===== config.mk =====
export PLATFORM = sky130hd
export DESIGN_NAME = exarbiter
export DESIGN_NICKNAME = d
export VERILOG_FILES = /design/src/rtl/exbus_pkg.sv /design/src/rtl/exarbiter.sv
export SDC_FILE = /design/constraint.sdc
export NUM_CORES = 1
export LEC_CHECK = 0
export CORE_ASPECT_RATIO = 0.9
export CORE_MARGIN = 2
export CORE_UTILIZATION = 42
export DETAILED_ROUTE_END_ITERATION = 6
export GPL_TIMING_DRIVEN = 0
export PLACE_DENSITY = 0.8
export REMOVE_ABC_BUFFERS = 1
export SLEW_MARGIN = 40
export SYNTH_ARGS = -nofsm -noshare
export SYNTH_HDL_FRONTEND = slang
export SYNTH_SLANG_ARGS = --single-unit

===== constraint.sdc =====
create_clock -name i_clk -period 3.35 [get_ports i_clk]
set_input_delay 0.335 -clock i_clk [delete_from_list [all_inputs] [get_ports i_clk]]
set_output_delay 0.335 -clock i_clk [all_outputs]
set_load 0.03 [all_outputs]

===== src/rtl/exbus_pkg.sv =====
// Shared definitions for the exbus word stream: word width, special-word code, grant states.
package exbus_pkg;

    localparam int         EXWORD_W     = 35;
    localparam logic [1:0] SPECIAL_CODE = 2'b11;

    // Encoding doubles as the one-hot {B,A} grant vector.
    typedef enum logic [1:0] {
        GNT_IDLE = 2'b00,
        GNT_A    = 2'b01,
        GNT_B    = 2'b10
    } gnt_state_e;

endpackage


===== src/rtl/exarbiter.sv =====
// Packet arbiter merging channels A and B into one registered stream, 1-cycle latency, busy-based flow control.
// Round-robin in IDLE by default; defining EXARB_FIXED_PRIORITY_EN makes A always win contention.
module exarbiter
    import exbus_pkg::*;
#(
    parameter logic OPT_LOWPOWER = 1'b0,
    parameter int   LGSTALL      = 8
) (
    input  logic                i_clk,
    input  logic                i_reset,
    input  logic                i_stb_a,
    input  logic [EXWORD_W-1:0] i_word_a,
    input  logic                i_last_a,
    output logic                o_busy_a,
    input  logic                i_stb_b,
    input  logic [EXWORD_W-1:0] i_word_b,
    input  logic                i_last_b,
    output logic                o_busy_b,
    output logic                o_stb,
    output logic [EXWORD_W-1:0] o_word,
    output logic                o_last,
    input  logic                i_busy,
    output logic [1:0]          o_grant,
    output logic                o_stall_err
);

    localparam logic [LGSTALL-1:0] STALL_MAX = '1;

    gnt_state_e         state_q, state_d;
    logic               pref_b_q, pref_b_d;
    logic [LGSTALL-1:0] stall_q, stall_d, stall_inc;
    logic               stall_err_q, stall_err_d;
    logic               pick_b, gnt_a, gnt_b, out_free, xfer_a, xfer_b;
    logic               own_stb, own_xfer, own_last;
    logic               o_stb_q, o_last_q;
    logic [EXWORD_W-1:0] o_word_q;

    always_ff @(posedge i_clk or posedge i_reset) begin
        if (i_reset) begin
            state_q     <= GNT_IDLE;
            pref_b_q    <= 1'b0;
            stall_q     <= '0;
            stall_err_q <= 1'b0;
        end else begin
            state_q     <= state_d;
            pref_b_q    <= pref_b_d;
            stall_q     <= stall_d;
            stall_err_q <= stall_err_d;
        end
    end

    // Grant is combinational in IDLE so the first word of a packet is accepted immediately.
    always_comb begin
`ifdef EXARB_FIXED_PRIORITY_EN
        pick_b   = i_stb_b && !i_stb_a;
`else
        pick_b   = i_stb_b && (!i_stb_a || pref_b_q);
`endif
        gnt_a    = (state_q == GNT_A) || ((state_q == GNT_IDLE) && i_stb_a && !pick_b);
        gnt_b    = (state_q == GNT_B) || ((state_q == GNT_IDLE) && pick_b);
        out_free = !o_stb_q || !i_busy;
        o_busy_a = i_reset || !(gnt_a && out_free);
        o_busy_b = i_reset || !(gnt_b && out_free);
        xfer_a   = i_stb_a && !o_busy_a;
        xfer_b   = i_stb_b && !o_busy_b;
        own_stb  = (state_q == GNT_B) ? i_stb_b : i_stb_a;
        own_xfer = (state_q == GNT_B) ? xfer_b  : xfer_a;
        own_last = (state_q == GNT_B) ? i_last_b : i_last_a;
    end

    assign stall_inc = (stall_q == STALL_MAX) ? STALL_MAX : stall_q + 1'b1;

    always_comb begin
        state_d     = state_q;
        pref_b_d    = pref_b_q;
        stall_d     = stall_q;
        stall_err_d = 1'b0;
        case (state_q)
            GNT_IDLE: begin
                stall_d = '0;
                if (gnt_a) begin
                    if (xfer_a && i_last_a) pref_b_d = 1'b1;
                    else                    state_d  = GNT_A;
                end else if (gnt_b) begin
                    if (xfer_b && i_last_b) pref_b_d = 1'b0;
                    else                    state_d  = GNT_B;
                end
            end
            GNT_A, GNT_B: begin
                if (own_xfer) begin
                    stall_d = '0;
                    if (own_last) begin
                        state_d  = GNT_IDLE;
                        pref_b_d = (state_q == GNT_A);
                    end
                end else if (!own_stb) begin
                    // A stalled source is abandoned mid-packet; the other side gets the next turn.
                    stall_d = stall_inc;
                    if (stall_inc == STALL_MAX) begin
                        stall_err_d = 1'b1;
                        state_d     = GNT_IDLE;
                        pref_b_d    = (state_q == GNT_A);
                    end
                end
            end
            default: state_d = GNT_IDLE;
        endcase
    end

    always_ff @(posedge i_clk or posedge i_reset) begin
        if (i_reset) begin
            o_stb_q  <= 1'b0;
            o_last_q <= 1'b0;
            o_word_q <= '0;
        end else if (out_free) begin
            o_stb_q  <= xfer_a || xfer_b;
            o_last_q <= xfer_b ? i_last_b : (xfer_a && i_last_a);
            if (xfer_b)            o_word_q <= i_word_b;
            else if (xfer_a)       o_word_q <= i_word_a;
            else if (OPT_LOWPOWER) o_word_q <= '0;
        end
    end

    assign o_stb       = o_stb_q;
    assign o_word      = o_word_q;
    assign o_last      = o_last_q;
    assign o_grant     = state_q;
    assign o_stall_err = stall_err_q;

endmodule


==> metrics.md, run 1 <==
| Metric | Value |
|---|---|
| Pwr/cell area | `848.3 nW/um^2` |
| Vias in the first global route | `2,580` |
| Outcome | `completed` |
| Crit path max-delay family | `buffers and inverters` |
| Final worst slack | `542.6 ps` |
| Critical Path AT | `2470 ps` |
| Final Critical Period | `2807 ps` |
| Core Region | `6148 sq um` |
| Unrepaired setup endpoints after global routing | `false` |
| Setup Viol. Count Final | `0` |
| Critical Path Slowest Stage Cell | `clkdlybuf4s50_1` |
| Post-synthesis sequential area ratio | `0.4594` |
| Max IR drop VDD | `0.5053 mV` |
| Required @ worst endpoint | `3010 ps` |
| Initial DRC count | `187` |
| Clk_lat worst skew | `310 ps` |
| Relative slew slack | `0.5436` |
| Clock Sinks | `49` |
| Fin util | `0.6648` |
| Gr ovfl total | `0` |
| CP Max Fanout | `7` |
| Worst-path clk slew | `90 ps` |
| Worst hold margin | `325.0 ps` |
| RR Startpoint | `o_grant[0]` |
| Critical Path End Type | `output port` |
| DIE AREA | `7009 sq um` |
| F_max | `356.2 MHz` |
| Drt wl/cell | `14.72 um` |
| Synth-to-Final Area Change | `53.16%` |
| Mapped Cells | `275` |
| Post-DP HPWL | `5471 um` |
| Die H | `79.63 um` |
| Antenna violations before repair | `0` |
| Die Span X | `88.03 um` |
| Max-cap violations | `0` |
| Routed WL | `7081 um` |
| Gr usage total | `0.2148` |
| Largest net degree at the start of global routing | `50` |
| Endpoints failing hold | `0` |
| Final Skew | `3.310 ps` |
| CP max stage delay | `670 ps` |
| FF-to-FF setup slack | `590 ps` |
| Vias | `2,477` |
| Inserted Diodes | `0` |
| Least-Margin Pin Slew | `681.6 ps` |
| Post-CTS Resized | `0` |
| Vias per std cell | `5.150` |
| Period utilization | `0.8380` |
| Register-to-Register Path Depth | `9` |
| 1st-pass router iterations | `4` |
| Nets | `475` |
| Leak | `0.001868 uW` |
| Synth Warn # | `0` |
| Placer congestion estimate | `0.8412` |
| Post-CTS Setup Inserts | `0` |
| Final max-slew violation count | `0` |
| I/O Buffers | `118` |
| R2r endpoint | `o_word[25]` |
| Cell Chain, Critical Path | `inv_1 -> ha_1 -> a21boi_4 -> a21oi_1 -> nand2b_1 -> clkdlybuf4s50_1` |
| Worst path bufs/invs | `2` |
| DRT antenna net count | `0` |
| Power Total | `3468 uW` |
| Syn avg cell area | `9.705 sq um` |
| Synthesized area | `2669 sq um` |
| CTS Hold Bufs | `0` |
| Dpl ws | `497.8 ps` |
| Global-route wire length before repair | `11,800 um` |
| DRC | `0` |
| CTS max path bufs | `2` |
| Crit start category | `register` |
| Starting Density | `0.4341` |
| Hold Path Class | `input pin to async pin` |
| Crit path kind | `register to output port` |
| CTS H-tree depth | `2` |
| Yosys cell types | `45` |
| Synth Register Bits | `49` |
| Setup TNS | `0 ps` |
| CTS tree | `yes` |
| FP Rows | `27` |
| Root Buffer | `clkbuf_8` |
| I/O pins | `119` |
| Share of layout cells above drive strength 1 | `0.07360` |
| CTS buffer count | `5` |
-- through the flow --
| stage | cells | area, sq um |
|---|---|---|
| 4_1_cts | 481 | 4084 |
| 3_3_place_gp | 463 | 3854 |
| 3_5_place_dp | 473 | 3946 |
| 6_report | 481 | 4088 |
| 5_1_grt | 481 | 4088 |
| 2_1_floorplan | 258 | 2564 |
-- where the power goes --
part           internal [uW]  switching, uW
Clock                    301            212
Sequential               835            164
Combinational            844           1110
-- Yosys cell counts (all sizes together) --
cell type	number	area, sq um
mux2i	39	394.1
nor2	3	11.26
a211oi	1	7.510
nor4b	1	15.01
o211a	1	10.01
nand2	50	187.7
inv	10	37.54
o311ai	1	8.760
a32oi	1	8.760
nand2b	1	6.260
o31ai	1	7.510
nor3	2	10.01
o2111ai	1	8.760
a31oi	6	37.54
nor2b	1	6.260
dfrtp	49	1226
a22o	1	8.760
o211ai	2	15.01
o31a	1	10.01
and4b	1	10.01
a21o	2	15.01
and4	1	11.26
clkbuf	9	45.04
buf	8	60.05
nand3	7	35.03
or3b	1	8.760
ha	5	62.56
a21boi	1	18.77
and3	2	13.77
a21oi	10	50.05
nor4	1	6.260
o2bb2ai	1	8.760
xor2	1	8.760
o21ai	44	224.0
o32a	1	11.26
o22a	3	26.28
nand4	3	18.77
a211o	2	17.52
-- layout make-up --
cell class / instances / area [sq um]
Fill cell: 506 / 2061
Tap cell: 87 / 108.9
Clock inverter: 3 / 68.82
Inverter: 10 / 40.04
Sequential cell: 49 / 1226
Timing Repair Buffer: 128 / 1264
Multi-Input combinational cell: 199 / 1311
Clock buffer: 5 / 68.82
-- routing by layer --
layer	global-route usage	routed length, um	vias to the layer above
met3	0.08066	617	9
met2	0.3545	3366	83
met1	0.2650	2979	1166
met4	0.05606	119	0
li1	-	-	1219
met5	0	0	-
-- kinds of logic after synthesis --
family                     count (synthesis)  synth area share
and+or+nand+nor                           74            0.1275
adders and majority gates                  5           0.02344
AOI/OAI and AO/OA                         80            0.1852
muxes                                     39            0.1477
xor gates and xnor gates                   1          0.003282
DFF                                       49            0.4594
buffers and inverters                     27           0.05344
-- sequential cells by signal, indices dropped and copies added, names as in the netlist --
signal,flops
o_grant,2
o_last,1
o_stall_err,1
o_stb,1
o_word,35
pref_b_q,1
stall_q,8
-- worst register-to-register path, stage by stage (launching register included) --
cell and delay (ps):
dfrtp_1 420, inv_1 80, ha_1 290, a21boi_4 190, o211ai_1 570, buf_2 330
buf_2 230, buf_2 230, mux2i_1 200, o21ai_0 100
-- cells in the final DEF, fill, tap and decap left out, types with 2 or more instances in the layout --
master,synthesis,routed
nand2_1,50,50
bufinv_16,0,2
buf_12,0,2
nand3_1,7,7
nor3_1,2,2
clkdlybuf4s50_1,0,118
a21o_1,2,2
nand4_1,3,3
ha_1,5,5
nor2_1,3,3
mux2i_2,1,2
clkbuf_8,1,5
mux2i_1,38,37
a21oi_1,10,10
inv_1,10,9
buf_2,3,7
o211ai_1,2,2
o21ai_0,43,43
a31oi_1,6,6
dfrtp_1,49,49
a211o_1,2,2
o22a_1,3,3
-- worst max path at each step --
stage | to | cells after the start | slack, ps | from
after floorplan | pref_b_q | 8 | -1050 | o_grant[0]
after global placement | pref_b_q | 7 | -2090 | i_stb_b
after detailed placement | o_word[25] | 8 | 500 | i_stb_b
after CTS | o_busy_a | 6 | 550 | o_grant[0]
after global routing | o_busy_a | 6 | 390 | o_grant[0]
final | o_busy_a | 6 | 540 | o_grant[0]
(Power assumes the default switching activity.)
==> run 2: changes to the inputs <==
--- a/config.mk
+++ b/config.mk
@@ -7,10 +7,10 @@
 export LEC_CHECK = 0
 export CORE_ASPECT_RATIO = 0.9
 export CORE_MARGIN = 2
-export CORE_UTILIZATION = 42
+export CORE_UTILIZATION = 38
 export DETAILED_ROUTE_END_ITERATION = 6
 export GPL_TIMING_DRIVEN = 0
-export PLACE_DENSITY = 0.8
+export PLACE_DENSITY = 0.77
 export REMOVE_ABC_BUFFERS = 1
 export SLEW_MARGIN = 40
 export SYNTH_ARGS = -nofsm -noshare
==> constraint.sdc (replaced) <==
create_clock -name i_clk -period 2.5 [get_ports i_clk]
set_input_delay 0.25 -clock i_clk [delete_from_list [all_inputs] [get_ports i_clk]]
set_output_delay 0.25 -clock i_clk [all_outputs]
set_load 0.03 [all_outputs]
==> run 2 against run 1 <==
  * Critical path depth rose by 3
  * Sequential cell count unchanged
  * Power grew 29%
  * Combinational power is 38% higher
  * Sequential share of layout area decreased by 0.22 points
  * Largest power group unchanged
==> metrics.md, run 2 (same netlist as run 1, synthesis figures left out) <==
| Metric | Value |
|---|---|
| Worst-path clk slew | `90 ps (about the same)` |
| Switching pwr | `1974 uW (+33%)` |
| Leak | `0.001868 uW (about the same)` |
| Vias per std cell | `5.037 (-2.2%)` |
| Worst path bufs/invs | `3 (+1)` |
| Dpl ws | `-360.3 ps (-858.1 ps)` |
| Seq pwr share | `0.294 (+0.006)` |
| Endpoints failing hold | `0 (unchanged)` |
| Cell mode on critical path | `inv_1` |
| Crit start category | `register` |
| F_max | `424.7 MHz` |
| Met3 wire length | `491 um (-20%)` |
| Final Skew | `3.466 ps (+0.1566 ps)` |
| Initial DRC count | `98 (-48%)` |
| Core Region | `6691 sq um (+8.8%)` |
| Largest net degree at the start of global routing | `42 (-16%)` |
| Vias in the first global route | `2,489 (-3.5%)` |
| Die Span X | `92.34 um (+4.9%)` |
| Met2 Wirelength | `3479 um (+3.4%)` |
| Relative slew slack | `0.6474 (+0.1038)` |
| CTS max path bufs | `2 (unchanged)` |
| RR Startpoint | `o_grant[0]` |
| Final Critical Period | `2354 ps` |
| Clock Sinks | `49 (unchanged)` |
| Max-cap violations | `0 (unchanged)` |
| DRC | `0 (unchanged)` |
| DRT antenna net count | `0 (unchanged)` |
| Routed WL | `6902 um (-2.5%)` |
| CTS tree | `yes` |
| Vias | `2,468 (-0.36%)` |
| Design area | `4118 sq um (+0.73%)` |
| Crit path kind | `register to register` |
| Unrepaired setup endpoints after global routing | `true` |
| FP Rows | `28 (+3.7%)` |
| Most frequent cells in the layout | `clkdlybuf4s50_1 (116), nand2_1 (50), dfrtp_1 (49), o21ai_0 (43), mux2i_1 (37)` |
| Root Buffer | `clkbuf_8` |
| Comb pwr share | `0.602 (+0.038)` |
| I/O Buffers | `118 (unchanged)` |
| Commonest non-fill, non-tap cell in the layout | `clkdlybuf4s50_1` |
| I/O pins | `119 (unchanged)` |
| Drt wl/cell | `14.09 um (-4.3%)` |
| Register-to-Register Path Depth | `9 (unchanged)` |
| Required @ worst endpoint | `2730 ps (-280 ps)` |
| CP max stage delay | `410 ps (-260 ps)` |
| Wl on met1 | `2861 um (-4.0%)` |
| Top Layer Used | `met4` |
| CTS buffer count | `5 (unchanged)` |
| Crit. Startpoint | `o_grant[0]` |
| Max IR drop VDD | `0.4964 mV (-1.8%)` |
| CTS Hold Bufs | `0 (unchanged)` |
| Synth-to-Final Area Change | `54.29%` |
| Die H | `83.51 um (+4.9%)` |
| Gr usage total | `0.1850 (-0.02987)` |
| Int Power | `2511 uW (+27%)` |
| CTS H-tree depth | `2 (unchanged)` |
| Switching Fraction | `0.4401 (+0.01100)` |
| Crit path max-delay family | `compound AO/OA/AOI/OAI gates` |
| Share of layout cells above drive strength 1 | `0.09250 (+0.01890)` |
| R2r endpoint | `pref_b_q` |
| Final worst slack | `145.6 ps (-397.1 ps)` |
| Cell Chain, Critical Path | `inv_1 -> ha_2 -> inv_1 -> a21oi_2 -> o211a_4 -> buf_12 -> a31oi_1 -> nor4b_2 -> mux2i_1` |
| Starting Density | `0.3988 (-0.03523)` |
| FF-to-FF setup slack | `150 ps (-440 ps)` |
| Dpl cell area | `3960 sq um (+0.35%)` |
| DIE AREA | `7710 sq um (+10%)` |
| Nets | `481 (+1.3%)` |
| Clock Power Share | `0.103 (-0.045)` |
| Post-DP HPWL | `5280 um (-3.5%)` |
| Final max-slew violation count | `0 (unchanged)` |
| Pwr/cell area | `1089 nW/um^2 (+28%)` |
| Gr ovfl total | `0 (unchanged)` |
| Inserted Diodes | `0 (unchanged)` |
| Critical Path End Type | `register` |
| CP Max Fanout | `41 (+34)` |
| Global-route wire length before repair | `11,530 um (-2.3%)` |
| Setup Viol. Count Final | `0 (unchanged)` |
| Clk_lat worst skew | `300 ps (about the same)` |
| Antenna violations before repair | `0 (unchanged)` |
| Placer congestion estimate | `0.8426 (+0.17%)` |
| 1st-pass router iterations | `4 (unchanged)` |
| Critical Path Slowest Stage Cell | `o211a_4` |
| Hold Path Class | `input pin to async pin` |
| FILL cells | `585 (+16%)` |
| Largest register FFs | `35 (unchanged)` |
| Critical Path AT | `2580 ps (+110 ps)` |
| Outcome | `completed` |
| Least-Margin Pin Slew | `528.8 ps (-152.7 ps)` |
| Period utilization | `0.9418` |
-- run 2: worst max-delay path by stage --
stage | endpoint | cells past startpoint
after floorplan | pref_b_q | 8
after global placement | pref_b_q | 7
after detailed placement | o_word[21] | 10
after CTS | stall_q[6] | 8
after global routing | pref_b_q | 9
final | pref_b_q | 9
-- run 2: per-layer routing --
metal  track usage  vias up
met5             0        -
met4       0.06242        0
met1        0.2164     1156
met2        0.3159       72
li1              -     1235
met3       0.06323        5
-- run 2: power groups by stage --
stage / clock [uW] / combinational (uW) / sequential [uW]
4_1_cts: 485 / 2670 / 1320
5_1_grt: 515 / 2910 / 1370
6_report: 463 / 2700 / 1320
3_5_place_dp: 0 / 2600 / 1340
2_1_floorplan: 0 / 978 / 1920
3_3_place_gp: 0 / 2550 / 1330
-- run 2: layout make-up --
cell class	instances	area, sq um	area share
Multi-Input combinational cell	199	1343	0.3260
Clock buffer	7	76.32	0.01854
Timing Repair Buffer	134	1313	0.3187
Clock inverter	1	7.507	0.001823
Tap cell	90	112.6	0.02735
Sequential cell	49	1226	0.2978
Inverter	10	40.04	0.009723
-- run 2: worst register-to-register path: cells and delay by family, from the launching register on --
kind,cells,cell delay (ps)
AOI/OAI and AO/OA,3,680
adders and majority gates,1,260
buffers and inverters,3,420
DFF,1,390
muxes,1,220
and+or+nand+nor,1,310
-- run 2: timing repair --
item,CTS,global route
endpoints found under the setup margin,21,14
pin swaps,1,0
cloned,0,0
resized for setup,4,7
setup buffers,4,1
-- run 2: stage by stage --
step / TNS, ps / cells / hold slack [ps] / total power (uW) / util
2_1_floorplan: -68760 / 258 / 366.8 / 2901 / -
3_3_place_gp: -118510 / 466 / 514.4 / 3875 / 0.5765
3_5_place_dp: -4184 / 478 / 512.8 / 3945 / 0.5918
4_1_cts: 0 / 490 / 286.3 / 4480 / 0.6101
5_1_grt: -22.60 / 490 / 300.1 / 4792 / 0.6154
6_report: 0 / 490 / 286.5 / 4485 / 0.6154
